### src/rtl/debug_uart_rx.sv
// Debug UART receiver (8N1, LSB first, idle high) with pop handshake and sticky error flags.
// Define UART_RX_FIFO_EN for a 4-entry receive FIFO; otherwise a single holding register is used.
module debug_uart_rx #(
    parameter int CLK_HZ   = 14_000_000,
    parameter int BIT_RATE = 1_000_000
) (
    input  logic       clk,
    input  logic       rst,
    input  logic       uart_rxd,
    input  logic       rx_pop,
    input  logic       err_clear,
    output logic [7:0] rx_data,
    output logic       rx_valid,
    output logic       rx_busy,
    output logic       rx_overrun,
    output logic       rx_frame_err
);

    localparam int CPB   = CLK_HZ / BIT_RATE;
    localparam int CNT_W = $clog2(CPB) + 1;
    localparam logic [CNT_W-1:0] HALF_LAST = CNT_W'(CPB / 2 - 1);
    localparam logic [CNT_W-1:0] BIT_LAST  = CNT_W'(CPB - 1);

    typedef enum logic [2:0] {ST_IDLE, ST_START, ST_DATA, ST_STOP, ST_BREAK} state_t;

    logic [1:0]       sync_q;
    logic             rxd_s;
    logic             rxd_prev;
    logic [1:0]       primed;
    state_t           state;
    logic [CNT_W-1:0] cnt;
    logic [2:0]       bit_idx;
    logic [7:0]       shift;
    logic             push;

    assign rxd_s = sync_q[1];

    // The synchronizer resets high, so rxd_s is not a real line sample until two
    // edges after reset; rxd_prev stays low until then so a held-low line cannot
    // masquerade as a 1 -> 0 start edge.
    always_ff @(posedge clk) begin
        if (rst) begin
            sync_q   <= 2'b11;
            primed   <= 2'b00;
            rxd_prev <= 1'b0;
        end else begin
            // NOTE: non-blocking assignments let the flop chain shift by exactly one stage per edge.
            sync_q <= {sync_q[0], uart_rxd};
            primed <= {primed[0], 1'b1};
            if (primed[1]) rxd_prev <= rxd_s;
        end
    end

    always_ff @(posedge clk) begin
        if (rst) begin
            state        <= ST_IDLE;
            cnt          <= '0;
            bit_idx      <= 3'd0;
            shift        <= 8'h00;
            push         <= 1'b0;
            rx_busy      <= 1'b0;
            rx_frame_err <= 1'b0;
        end else begin
            push <= 1'b0;
            if (err_clear) rx_frame_err <= 1'b0;
            case (state)
                ST_IDLE: begin
                    if (rxd_prev && !rxd_s) begin
                        state   <= ST_START;
                        cnt     <= '0;
                        rx_busy <= 1'b1;
                    end
                end
                ST_START: begin
                    if (cnt == HALF_LAST) begin
                        cnt <= '0;
                        if (!rxd_s) begin
                            state   <= ST_DATA;
                            bit_idx <= 3'd0;
                        end else begin
                            state   <= ST_IDLE;
                            rx_busy <= 1'b0;
                        end
                    end else begin
                        cnt <= cnt + CNT_W'(1);
                    end
                end
                ST_DATA: begin
                    if (cnt == BIT_LAST) begin
                        cnt     <= '0;
                        shift   <= {rxd_s, shift[7:1]};
                        bit_idx <= bit_idx + 3'd1;
                        if (bit_idx == 3'd7) state <= ST_STOP;
                    end else begin
                        cnt <= cnt + CNT_W'(1);
                    end
                end
                ST_STOP: begin
                    if (cnt == BIT_LAST) begin
                        cnt <= '0;
                        if (rxd_s) begin
                            push    <= 1'b1;
                            state   <= ST_IDLE;
                            rx_busy <= 1'b0;
                        end else begin
                            rx_frame_err <= 1'b1;
                            state        <= ST_BREAK;
                        end
                    end else begin
                        cnt <= cnt + CNT_W'(1);
                    end
                end
                ST_BREAK: begin
                    if (rxd_s) begin
                        state   <= ST_IDLE;
                        rx_busy <= 1'b0;
                    end
                end
                default: begin
                    state   <= ST_IDLE;
                    rx_busy <= 1'b0;
                end
            endcase
        end
    end

    // shift holds the completed byte while push is high; the next shift is many cycles away.
`ifdef UART_RX_FIFO_EN
    logic [7:0] mem [4];
    logic [1:0] rd_ptr;
    logic [1:0] wr_ptr;
    logic [2:0] count;
    logic       pop;
    logic       do_push;

    assign pop      = rx_pop && (count != 3'd0);
    assign do_push  = push && ((count != 3'd4) || pop);
    assign rx_valid = (count != 3'd0);
    // NOTE: mem has no reset; rx_data is forced to zero while empty so stale or unknown entries never show.
    assign rx_data  = rx_valid ? mem[rd_ptr] : 8'h00;

    always_ff @(posedge clk) begin
        if (do_push) mem[wr_ptr] <= shift;
    end

    always_ff @(posedge clk) begin
        if (rst) begin
            rd_ptr     <= 2'd0;
            wr_ptr     <= 2'd0;
            count      <= 3'd0;
            rx_overrun <= 1'b0;
        end else begin
            if (do_push) wr_ptr <= wr_ptr + 2'd1;
            if (pop) rd_ptr <= rd_ptr + 2'd1;
            case ({do_push, pop})
                2'b10:   count <= count + 3'd1;
                2'b01:   count <= count - 3'd1;
                default: count <= count;
            endcase
            if (err_clear) rx_overrun <= 1'b0;
            if (push && !do_push) rx_overrun <= 1'b1;
        end
    end
`else
    logic pop;

    assign pop = rx_pop && rx_valid;

    always_ff @(posedge clk) begin
        if (rst) begin
            rx_data    <= 8'h00;
            rx_valid   <= 1'b0;
            rx_overrun <= 1'b0;
        end else begin
            if (err_clear) rx_overrun <= 1'b0;
            if (push) begin
                if (!rx_valid || pop) begin
                    rx_data  <= shift;
                    rx_valid <= 1'b1;
                end else begin
                    rx_overrun <= 1'b1;
                end
            end else if (pop) begin
                rx_valid <= 1'b0;
            end
        end
    end
`endif

endmodule

### config.mk
export PLATFORM = sky130hd
export DESIGN_NAME = debug_uart_rx
export DESIGN_NICKNAME = d
export VERILOG_FILES = /design/src/rtl/debug_uart_rx.sv
export SDC_FILE = /design/constraint.sdc
export NUM_CORES = 1
export LEC_CHECK = 0
export BUFFER_PORTS_ARGS = -buffer_cell sky130_fd_sc_hd__buf_2
export CAP_MARGIN = 20
export CORE_MARGIN = 2
export CORE_UTILIZATION = 55
export CTS_CLUSTER_DIAMETER = 150
export DETAILED_ROUTE_END_ITERATION = 6
export PLACE_DENSITY = 0.75
export SETUP_SLACK_MARGIN = 0.2
export SYNTH_ARGS = -nofsm -noshare
export SYNTH_HDL_FRONTEND = slang
export SYNTH_SLANG_ARGS = --single-unit
### constraint.sdc
create_clock -name clk -period 1.9 [get_ports clk]
set_input_delay 0.095 -clock clk [delete_from_list [all_inputs] [get_ports clk]]
set_output_delay 0.095 -clock clk [all_outputs]
set_load 0.01 [all_outputs]
Word level (Yosys, flattened, before mapping)
Index checks and enable logic that the tools add are counted.
Operators by class
  $add $sub $neg: 2
  $mul: 0
  div/mod/pow operators: 0
  magnitude comparators: 0
  eq/ne operators: 15
  shifts and indexed selects: 0
  mux-type cells: 34
  bitwise operators: 3
  reductions and logical operators: 18
Operator list (count)
  two-way mux 3 bit: 10
  two-way mux 1 bit: 16
  two-way mux 5 bit: 3
  one-hot mux 3 bit (5 select lines): 1
  one-hot mux 5 bit (3 select lines): 1
  inequality test 2 bit, second input constant: 7
  AND reduction 2 bit: 4
  AND reduction 4 bit: 2
  == test 3 x 2 -> 1 bit, second input constant: 2
  == test 3 bit, second input constant: 2
  one-hot mux 3 bit (2 select lines): 1
  AND reduction 6 bit: 1
  adder 5 x 1 -> 5 bit, second input constant: 1
  == test 5 x 3 -> 1 bit, second input constant: 1
  == test 5 x 4 -> 1 bit, second input constant: 1
  one-hot mux 1 bit (5 select lines): 1
  nonzero test 2 bit: 2
  adder 3 x 1 -> 3 bit, second input constant: 1
  == test 3 x 1 -> 1 bit, second input constant: 1
  logical NOT 3 bit: 1
  NOT 1 bit: 3
  nonzero test 3 bit: 1
  OR reduction 3 bit: 1
  logical AND 1 bit: 2
  other kinds (5): 6
Storage, ports and cells
  flip-flop bits (word level): 37
  latch bits: 0
  RAM bits: 0
  ROM bits: 0
  bits of input ports: 5
  word-level logic and storage cells: 86
  memories kept: 0

Logic depth before layout (Yosys ltp)
Gate-level depths: netlist (run 1).
  depth after elaboration: 4
  mapped depth: 7
  gate-level depth less buffers: 6

Worst setup path after synthesis (run 1)
Ideal clock, no wire load.
  path type: register to register
  start point: register cnt[0]
  end point: register bit_idx[1]
  data arrival time: 1.367 ns
  data required time: 1.768 ns
  setup slack: 0.400 ns
  stages on the path, launching flop included: 7
  buffers on the path: 1
  clock period less this slack: 1.500 ns
  path through: dfxtp_1 > ha_1 > nand4b_1 > or3_1 > buf_2 > nand3_1 > a21oi_1
On the way
  word-level cells in the longest chain between the ends: 3
Ends and longest elaborated chain
  from (decl): line 31  | logic [CNT_W-1:0] cnt;
  from (signal assigned): line 85  | cnt <= cnt + CNT_W'(1);
  from (signal assigned): line 95  | cnt <= cnt + CNT_W'(1);
  from (signal assigned): line 110  | cnt <= cnt + CNT_W'(1);
  == test 5 x 4 -> 1 bit or == test 5 x 3 -> 1 bit (tied branches): line 89, 75
  inequality test 2 bit (no source line)
  AND reduction 4 bit (no source line) (*)
  to (signal assigned): line 92  | bit_idx <= bit_idx + 3'd1;
  to (decl): line 32  | logic [2:0] bit_idx;
Mark *: on every way between the ends. The rest lies on a longest branch, timed or not.
A chain may end at the register's enable or synchronous reset.

Worst setup path after layout (run 1)
  start point: register cnt[1]
  end point: register cnt[3]
On the way
  word-level cells in the longest chain between the ends: 3
Ends and longest elaborated chain
  adder 5 x 1 -> 5 bit, or another cell as far along: line 85, 95, 110
  two-way mux 5 bit (on tied branches): line 89, 99, 75
  one-hot mux 5 bit (3 select lines) (*): line 66  | case (state)
Marked as above.

==> out/qor.csv, run 1 <==
metric,value,unit
holdPathStages,4,
first_iter_violations,63,
post_synth.cell_area_avg,8.94,sq um
synth_nets,189,
synth_flop_cell,dfxtp_1,
reg2reg_slack,0.30,ns
synth_top_family_by_area,simple AND/OR/NAND/NOR gates,
startpoint_type,register,
num_vias,1278,
die_area,0.00336,sq mm
worstPathArrival,1.84,ns
power_density,776,mW/mm^2
ys_warn_count,0,
synth-simple-area-share,0.256,
cts_tree,built,
cts_root_buf,clkbuf_4,
synth_top_cells_by_area,"dfxtp_1, mux2i_1, nand2_1, a21oi_1, nor2_1",
via_per_inst,5.63,
ios,17,
synth_top_area_frac,0.463,
yosys.area.top_type,dfxtp_1,
power,1.40,mW
worstHoldEndpoint,rx_valid$_SDFFE_PP0P_,
core,0.00276,sq mm
ir_drop,0.911,mV
hold_class,input pin to register,
grt_pass1_vias,1078,
synth_edf_count,0,
synth_xor_area_frac,0,
drive_above_1_share,0.184,
die_h,57.9,um
fmax,625,MHz
clk_latency,0.34,ns
crit_type,register to register,
synth_compound_area_frac,0.143,
grt_max_degree,35,
yosysSeqAreaShare,0.463,
hpwl,1.96,mm
cts_buffer_depth,2,
reg2reg_depth,5,
grt_pass1_wl,4.71,mm
cts_buffers,5,
required,2.14,ns
synthCells,179,
place_congestion,0.837,
rows,19,
worst_pin_slew,0.510,ns
postCtsSetupRepairBufs,0,
r2r-end,cnt[3]$_SDFFE_PP0P_,
clkSinkCount,37,
die_x,57.9,um
syn-cell-area,0.00160,sq mm
worstReg2RegStart,cnt[1]$_SDFFE_PP0P_,
nets,205,
htreeDepth,2,
wl,3.02,mm
finalSetupTns,0,ns
cts.clk_slew.worst_paths,0.12,ns
antenna_found_initial,0,
synth_mux_area_frac,0.0563,
synthAdderAreaFrac,0.0391,
dp_cells,217,
syn_to_final_growth,12.7,%
critPathSlowestCell,dfxtp_1,
fin_crit_sh,0.842,
first_pass_iters,4,
finalSetupViolations,0,
rsz0062_at_grt,no,
wl_per_cell,13.3,um
gr-usage-all-layers,0.186,
placed_cell_area,0.00169,sq mm
postRouteAntennaNets,0,
cap_violations,0,
endpoint_kind,register,
hold_viol,0,
final_cells,227,
p_leak,0.765,nW
layout_min_cycle_time,1.60,ns
drc,0,
yosysUniqueCellTypes,35,
grt_overflow,0,
ys_seq_elements,37,
relSlewSlack,0.660,
port_buffers,16,
cpPeakStageDelay,0.42,ns
drv_slew,0,
floorplan.initialDensity,0.580,
antenna_cells,0,
async_flop_share,0,
outcome,finished clean,
cp_cell_sequence,"ha_1, and4bb_4, o32ai_4, and3_1, a211o_2",
fin_area,0.00180,sq mm
utilization,0.654,
finalClockSkew,0.00865,ns
crit_fanout,5,
worst_hold_startpoint,rx_pop,
cell type report:
type / instances / area, sq um
sequential: 37 / 742
timing repair buffer: 21 / 123
clock inverter: 2 / 37.5
tap: 31 / 38.8
fill: 231 / 953
inverter: 4 / 15.0
clock buffer: 6 / 51.3
multi-input combinational: 126 / 797
synth_stat cells, types with 4 or more instances:
cell type / count
dfxtp_1: 37
nand2_1: 24
nor2_1: 18
a21oi_1: 16
mux2i_1: 9
nand2b_1: 7
nand3_1: 7
buf_2: 6
clkbuf_1: 5
ha_1: 5
nor3_1: 5
inv_1: 4
nor2b_1: 4
o21ai_0: 4
how the worst max path moves through the flow:
stage                              startpoint                       to  slack (ns)  cells past startpoint
final                     cnt[1]$_SDFFE_PP0P_      cnt[3]$_SDFFE_PP0P_        0.30                      5
after global routing      cnt[1]$_SDFFE_PP0P_      cnt[3]$_SDFFE_PP0P_        0.22                      5
after CTS                 cnt[0]$_SDFFE_PP0P_  bit_idx[1]$_SDFFE_PP0P_        0.21                      5
after detailed placement  cnt[0]$_SDFFE_PP0P_  bit_idx[1]$_SDFFE_PP0P_        0.22                      5
after global placement    cnt[0]$_SDFFE_PP0P_  bit_idx[1]$_SDFFE_PP0P_        0.32                      5
after floorplan           cnt[0]$_SDFFE_PP0P_  bit_idx[1]$_SDFFE_PP0P_        0.40                      6
power breakdown:
group | switching [mW] | leakage (nW) | total, mW | internal, mW
Sequential | 0.00457 | 0.300 | 0.786 | 0.782
Clock | 0.265 | 0.0445 | 0.578 | 0.313
Combinational | 0.0206 | 0.421 | 0.0351 | 0.0145
logic make-up (layout without fill, tap and decap cells):
kind of cell               after synthesis  count (layout)
adders and majority gates                5               5
muxes                                    9               9
buffers and inverters                   16              33
DFF                                     37              37
and+or+nand+nor                         80              80
AOI/OAI and AO/OA                       32              32
sequential cells by signal (all words and copies together) (netlist names), 2 cells and up:
signal and cells:
bit_idx 3, cnt 5, primed 2, rx_data 8, shift 8, state 3
sync_q 2
placed cells by master, fill, tap and decap left out, types with 2 or more instances in the layout:
master,netlist,layout
clkbuf_4,0,5
nand2_1,24,24
or2_2,2,2
dfxtp_1,37,36
buf_2,6,16
inv_1,4,4
a21oi_1,16,16
nor3_1,5,5
nand2b_1,7,7
o21ai_0,4,4
buf_4,0,3
nor2_1,18,18
or3_1,3,2
ha_1,5,5
mux2i_1,9,9
nand3_1,7,7
and3_1,2,2
dlygate4sd3_1,0,2
nand4b_1,3,3
nor2b_1,4,4
critical path: cells and delay by family (launching register included):
kind	cells	cell delay, ns
and+or+nand+nor	2	0.48
AOI/OAI and AO/OA	2	0.41
DFF	1	0.42
adders and majority gates	1	0.20
per-layer routing:
layer | track usage | share of wire | wire length (um)
met1 | 0.233 | 0.49 | 1470
met2 | 0.291 | 0.47 | 1410
met3 | 0.0603 | 0.040 | 121
met4 | 0.0897 | 0.0076 | 23
met5 | 0 | 0 | 0
per-stage QoR:
stage / setup slack, ns / hold WS [ns]
after floorplan: 0.400 / 0.199
after global placement: 0.321 / 0.280
after detailed placement: 0.225 / 0.282
after CTS: 0.208 / 0.0513
after global routing: 0.218 / 0.0605
final: 0.299 / 0.0567
timing repair:
action,4_1_cts,5_1_grt
setup endpoints to repair,0,15
resized for setup,0,3
hold buffers,2,0
hold endpoints to repair,2,0
Note: power is estimated with default switching activity, not from simulation.
==> run 2: changes to the inputs <==
- CORE_UTILIZATION: 55 -> 51
- PLACE_DENSITY: 0.75 -> 0.73
- clock period: 1.9 -> 1.4 ns (I/O delays scaled with it)
==> run 2 against run 1 <==
Against the previous run: non-clock buffer count grew 19; first-iteration DRC count shrank 3.2%; final area grew 19%; cell count grew 14%; critical path depth grew 1; fmax grew 6.1%; the flow now finishes with violations (setup timing); sequential power grew 35%; total power grew 24%; register-to-register slack lost 0.41 ns; die area grew 7.3%; via count grew 10%; flip-flop and latch count is the same.
==> out/qor.csv, run 2 (synthesis results as in run 1) <==
metric,value,unit
outcome,"complete, but fails checks",
violations,setup timing,
die_area,0.00360,sq mm
via_per_inst,5.45,
drc,0,
first_pass_iters,4,
worst_pin_slew,0.330,ns
finalSetupTns,-1.17,ns
timing.final.ws_setup,-0.108,ns
num_vias,1412,
drv_slew,0,
cts.clk_slew.worst_paths,0.11,ns
startpoint_type,register,
die_x,60.0,um
final_common_cell,dfxtp_1,
rsz0062_at_grt,yes,
clk_latency,0.34,ns
grt_pass1_vias,1359,
die_h,60.0,um
worstReg2RegStart,cnt[0]$_SDFFE_PP0P_,
finalClockSkew,0.0101,ns
power_density,808,mW/mm^2
reg2reg_depth,6,
rows,20,
power,1.74,mW
crit_type,register to register,
endpoint_kind,register,
relSlewSlack,0.780,
r2r-end,cnt[3]$_SDFFE_PP0P_,
hold_class,input pin to register,
wl_met1,1.64,mm
p_leak,0.910,nW
cts_root_buf,clkbuf_4,
critPathSlowestCell,dfxtp_4,
antenna_found_initial,0,
reg_top3,"rx_data x8, shift x8, cnt x5",
place_congestion,0.854,
grt_pass1_wl,5.98,mm
cap_violations,0,
nets,224,
hpwl,2.36,mm
cpPeakStageDelay,0.38,ns
syn_to_final_growth,34.3,%
finalSetupViolations,18,
cts_buffer_depth,2,
drive_above_1_share,0.395,
floorplan.initialDensity,0.529,
cts_tree,built,
wl_met2,1.84,mm
core,0.00303,sq mm
cp_cell_sequence,"inv_4, ha_4, and4bb_4, o32ai_4, and3_1, a211o_2",
cts_buffers,5,
fin_crit_sh,1.08,
grt_overflow,0,
hold_viol,0,
port_buffers,16,
gr-usage-all-layers,0.223,
route.met3.wl,166,um
ir_drop,0.636,mV
routed.top_layer,met4,
final_cells,259,
wl_per_cell,14.3,um
worstPathArrival,1.74,ns
fin_area,0.00215,sq mm
layout_min_cycle_time,1.51,ns
placed_cell_area,0.00184,sq mm
post-place-ws,-0.145,ns
grt_max_degree,28,
htreeDepth,2,
first_iter_violations,61,
mostFrequentLayoutCells,"dfxtp_1, nand2_1, nor2_1",
fmax,663,MHz
crit_fanout,5,
postRouteAntennaNets,0,
dp_cells,245,
antenna_cells,0,
crit_start,cnt[0]$_SDFFE_PP0P_,
wl,3.71,mm
ios,17,
holdPathStages,3,
clkSinkCount,37,
reg2reg_slack,-0.11,ns
required,1.64,ns
finalHoldWorstSlack,0.0159,ns
utilization,0.710,
endpoint,cnt[3]$_SDFFE_PP0P_,
## run 2: cell count changes in the layout (fill, tap and decap cells not counted), moves of 3 or more
cell      change
buf_4        +11
buf_6         +6
a21oi_1       -5
dfxtp_4       +3
nand2b_1      -3
dfxtp_1       -4
nand2_2       +4
nand2_1       -5
a21oi_2       +5
## run 2: what timing repair did
action                     in CTS  in global routing
setup buffers                   1                  1
setup endpoints to repair      28                 30
hold buffers                    3                  0
hold endpoints to repair        4                  0
cloned                          1                  0
resized for setup              23                 26
pin swaps                      11                 16
## run 2: how the worst min path moves through the flow
stage	from	to	slack, ns
after detailed placement	uart_rxd	sync_q[0]$_SDFF_PP1_	0.28
final	err_clear	rx_frame_err$_SDFF_PP0_	0.02
after CTS	err_clear	rx_frame_err$_SDFF_PP0_	0.01
after global placement	uart_rxd	sync_q[0]$_SDFF_PP1_	0.25
after global routing	err_clear	rx_frame_err$_SDFF_PP0_	0.003
after floorplan	uart_rxd	sync_q[0]$_SDFF_PP1_	0.17
## run 2: layout make-up
cell class	count	area, sq um
Timing Repair Buffer	40	300
Multi-Input combinational cell	126	955
Tap cell	44	55.1
Fill cell	221	878
Inverter	4	20.0
Sequential cell	37	754
Clock buffer	6	51.3
Clock inverter	2	13.8
## run 2: power breakdown
group	leakage, nW	internal, mW	switching [mW]
Sequential	0.303	1.06	0.00420
Clock	0.0382	0.245	0.366
Combinational	0.569	0.0275	0.0391
## run 2: worst max-delay path, delay by kind of cell (launching register included)
kind	cells	cell delay (ns)
buf+inv	1	0.06
compound gates	2	0.41
fa+ha+maj	1	0.12
flops	1	0.38
simple gates	2	0.44
## run 2: metal layers
metal,global-route usage,vias up
li1,-,688
met1,0.274,673
met2,0.368,44
met3,0.0584,7
met4,0.0921,0
met5,0,-
==> run 3: changes to the inputs <==
- HOLD_SLACK_MARGIN: not set -> 0.06
==> run 3 against run 2 <==
Against the previous run: the run still ends with setup timing left; fmax unchanged; clock power hardly changed; count of clock-buffer cells in the layout unchanged; worst setup slack unchanged; final area up 0.47%; worst hold slack gained 0.097 ns; largest cell class unchanged; largest power group unchanged.
==> out/qor.csv, run 3 (synthesis results as in run 1) <==
metric,value,unit
outcome,"complete, but fails checks",
violations,setup timing,
die_x,60.0,um
drive_above_1_share,0.394,
endpoint_kind,register,
via_per_inst,5.45,
cts_buffer_depth,2,
timing.final.ws_setup,-0.108,ns
worst_pin_slew,0.330,ns
syn_to_final_growth,34.9,%
core,0.00303,sq mm
ir_drop,0.636,mV
htreeDepth,2,
required,1.64,ns
clockPowerShare,0.351,
finalHoldWorstSlack,0.113,ns
grt_pass1_vias,1374,
cap_violations,0,
cts.clk_slew.worst_paths,0.11,ns
die_area,0.00360,sq mm
p_comb_frac,0.040,
antenna_found_initial,0,
grt_overflow,0,
cts_tree,built,
port_buffers,16,
fmax,663,MHz
gr-usage-all-layers,0.224,
floorplan.initialDensity,0.529,
crit_type,register to register,
reg2reg_slack,-0.11,ns
post-place-ws,-0.145,ns
switching_share,0.236,
antenna_cells,0,
clk_latency,0.34,ns
power_density,805,mW/mm^2
rsz0062_at_grt,yes,
postRouteAntennaNets,0,
die_h,60.0,um
p_leak,0.914,nW
critPathSlowestCell,dfxtp_4,
num_vias,1417,
rows,20,
cts_buffers,5,
power_switching,0.410,mW
drc,0,
fin_crit_sh,1.08,
utilization,0.713,
reg_top3,"rx_data x8, shift x8, cnt x5",
clkSinkCount,37,
finalSetupViolations,18,
finalClockSkew,0.0101,ns
power_frac_seq,0.609,
startpoint_type,register,
first_iter_violations,62,
ios,17,
cpPeakStageDelay,0.38,ns
grt_pass1_wl,6.00,mm
drv_slew,0,
hpwl,2.36,mm
first_pass_iters,4,
hold_viol,0,
relSlewSlack,0.780,
p_int,1.33,mW
crit_fanout,5,
wl,3.73,mm
nets,225,
wl_per_cell,14.3,um
cts_root_buf,clkbuf_4,
cp_cell_sequence,"inv_4, ha_4, and4bb_4, o32ai_4, and3_1, a211o_2",
worstPathArrival,1.74,ns
layout_min_cycle_time,1.51,ns
mostFrequentLayoutCells,"dfxtp_1, nand2_1, nor2_1",
final_common_cell,dfxtp_1,
hold_class,input pin to register,
place_congestion,0.854,
grt_max_degree,28,
run 3: cell count changes in the layout (fill, tap and decap cells not counted):
cell and delta:
dlygate4sd3_1 +1
run 3: final timing paths:
check / to / cells after the start / startpoint
worst min-delay path: primed[1]$_SDFF_PP0_ / 3 / rst
worst min register to register: sync_q[1]$_SDFF_PP1_ / 1 / sync_q[0]$_SDFF_PP1_
worst max-delay path: cnt[3]$_SDFFE_PP0P_ / 6 / cnt[0]$_SDFFE_PP0P_
worst max register to register: cnt[3]$_SDFFE_PP0P_ / 6 / cnt[0]$_SDFFE_PP0P_
run 3: critical path, delay by kind of cell, from the launching register on:
| family | cells | cell delay [ns] |
|---|---|---|
| buffers and inverters | 1 | 0.06 |
| AOI/OAI and AO/OA | 2 | 0.41 |
| DFF | 1 | 0.38 |
| and+or+nand+nor | 2 | 0.44 |
| adders and majority gates | 1 | 0.12 |
run 3: layout make-up:
type	instances	area, sq um
multi-input combinational	126	955
fill	219	868
sequential	37	754
timing repair buffer	41	310
tap	44	55.1
clock buffer	6	51.3
inverter	4	20.0
clock inverter	2	13.8
run 3: power by group through the flow:
stage	clock network [mW]	logic [mW]	registers, mW
2_1_floorplan	0	0.0338	1.09
3_3_place_gp	0	0.0498	1.09
3_5_place_dp	0	0.0522	1.09
4_1_cts	0.619	0.0631	1.06
5_1_grt	0.684	0.0728	1.06
6_report	0.611	0.0687	1.06
run 3: layer usage:
layer	vias to the layer above	track usage	part of all wire
li1	690	-	-
met4	0	0.0921	0.016
met1	676	0.274	0.44
met5	-	0	0
met2	44	0.371	0.50
met3	7	0.0584	0.044
run 3: what timing repair did:
item                                    in CTS  in global routing
gates cloned                                 1                  0
buffers inserted                             1                  1
hold buffers                                 4                  0
resized for setup                           23                 26
pin swaps                                   11                 16
hold endpoints to repair                     6                  0
endpoints found under the setup margin      28                 30
run 3: stage by stage:
| step | total power, mW | TNS [ns] | cells | instance area [sq um] |
|---|---|---|---|---|
| 2_1_floorplan | 1.12 | -0.504 | 179 | 1630 |
| 3_3_place_gp | 1.14 | -0.807 | 245 | 1840 |
| 3_5_place_dp | 1.14 | -1.60 | 245 | 1840 |
| 4_1_cts | 1.75 | -0.617 | 259 | 2050 |
| 5_1_grt | 1.82 | -2.60 | 260 | 2160 |
| 6_report | 1.74 | -1.17 | 260 | 2160 |
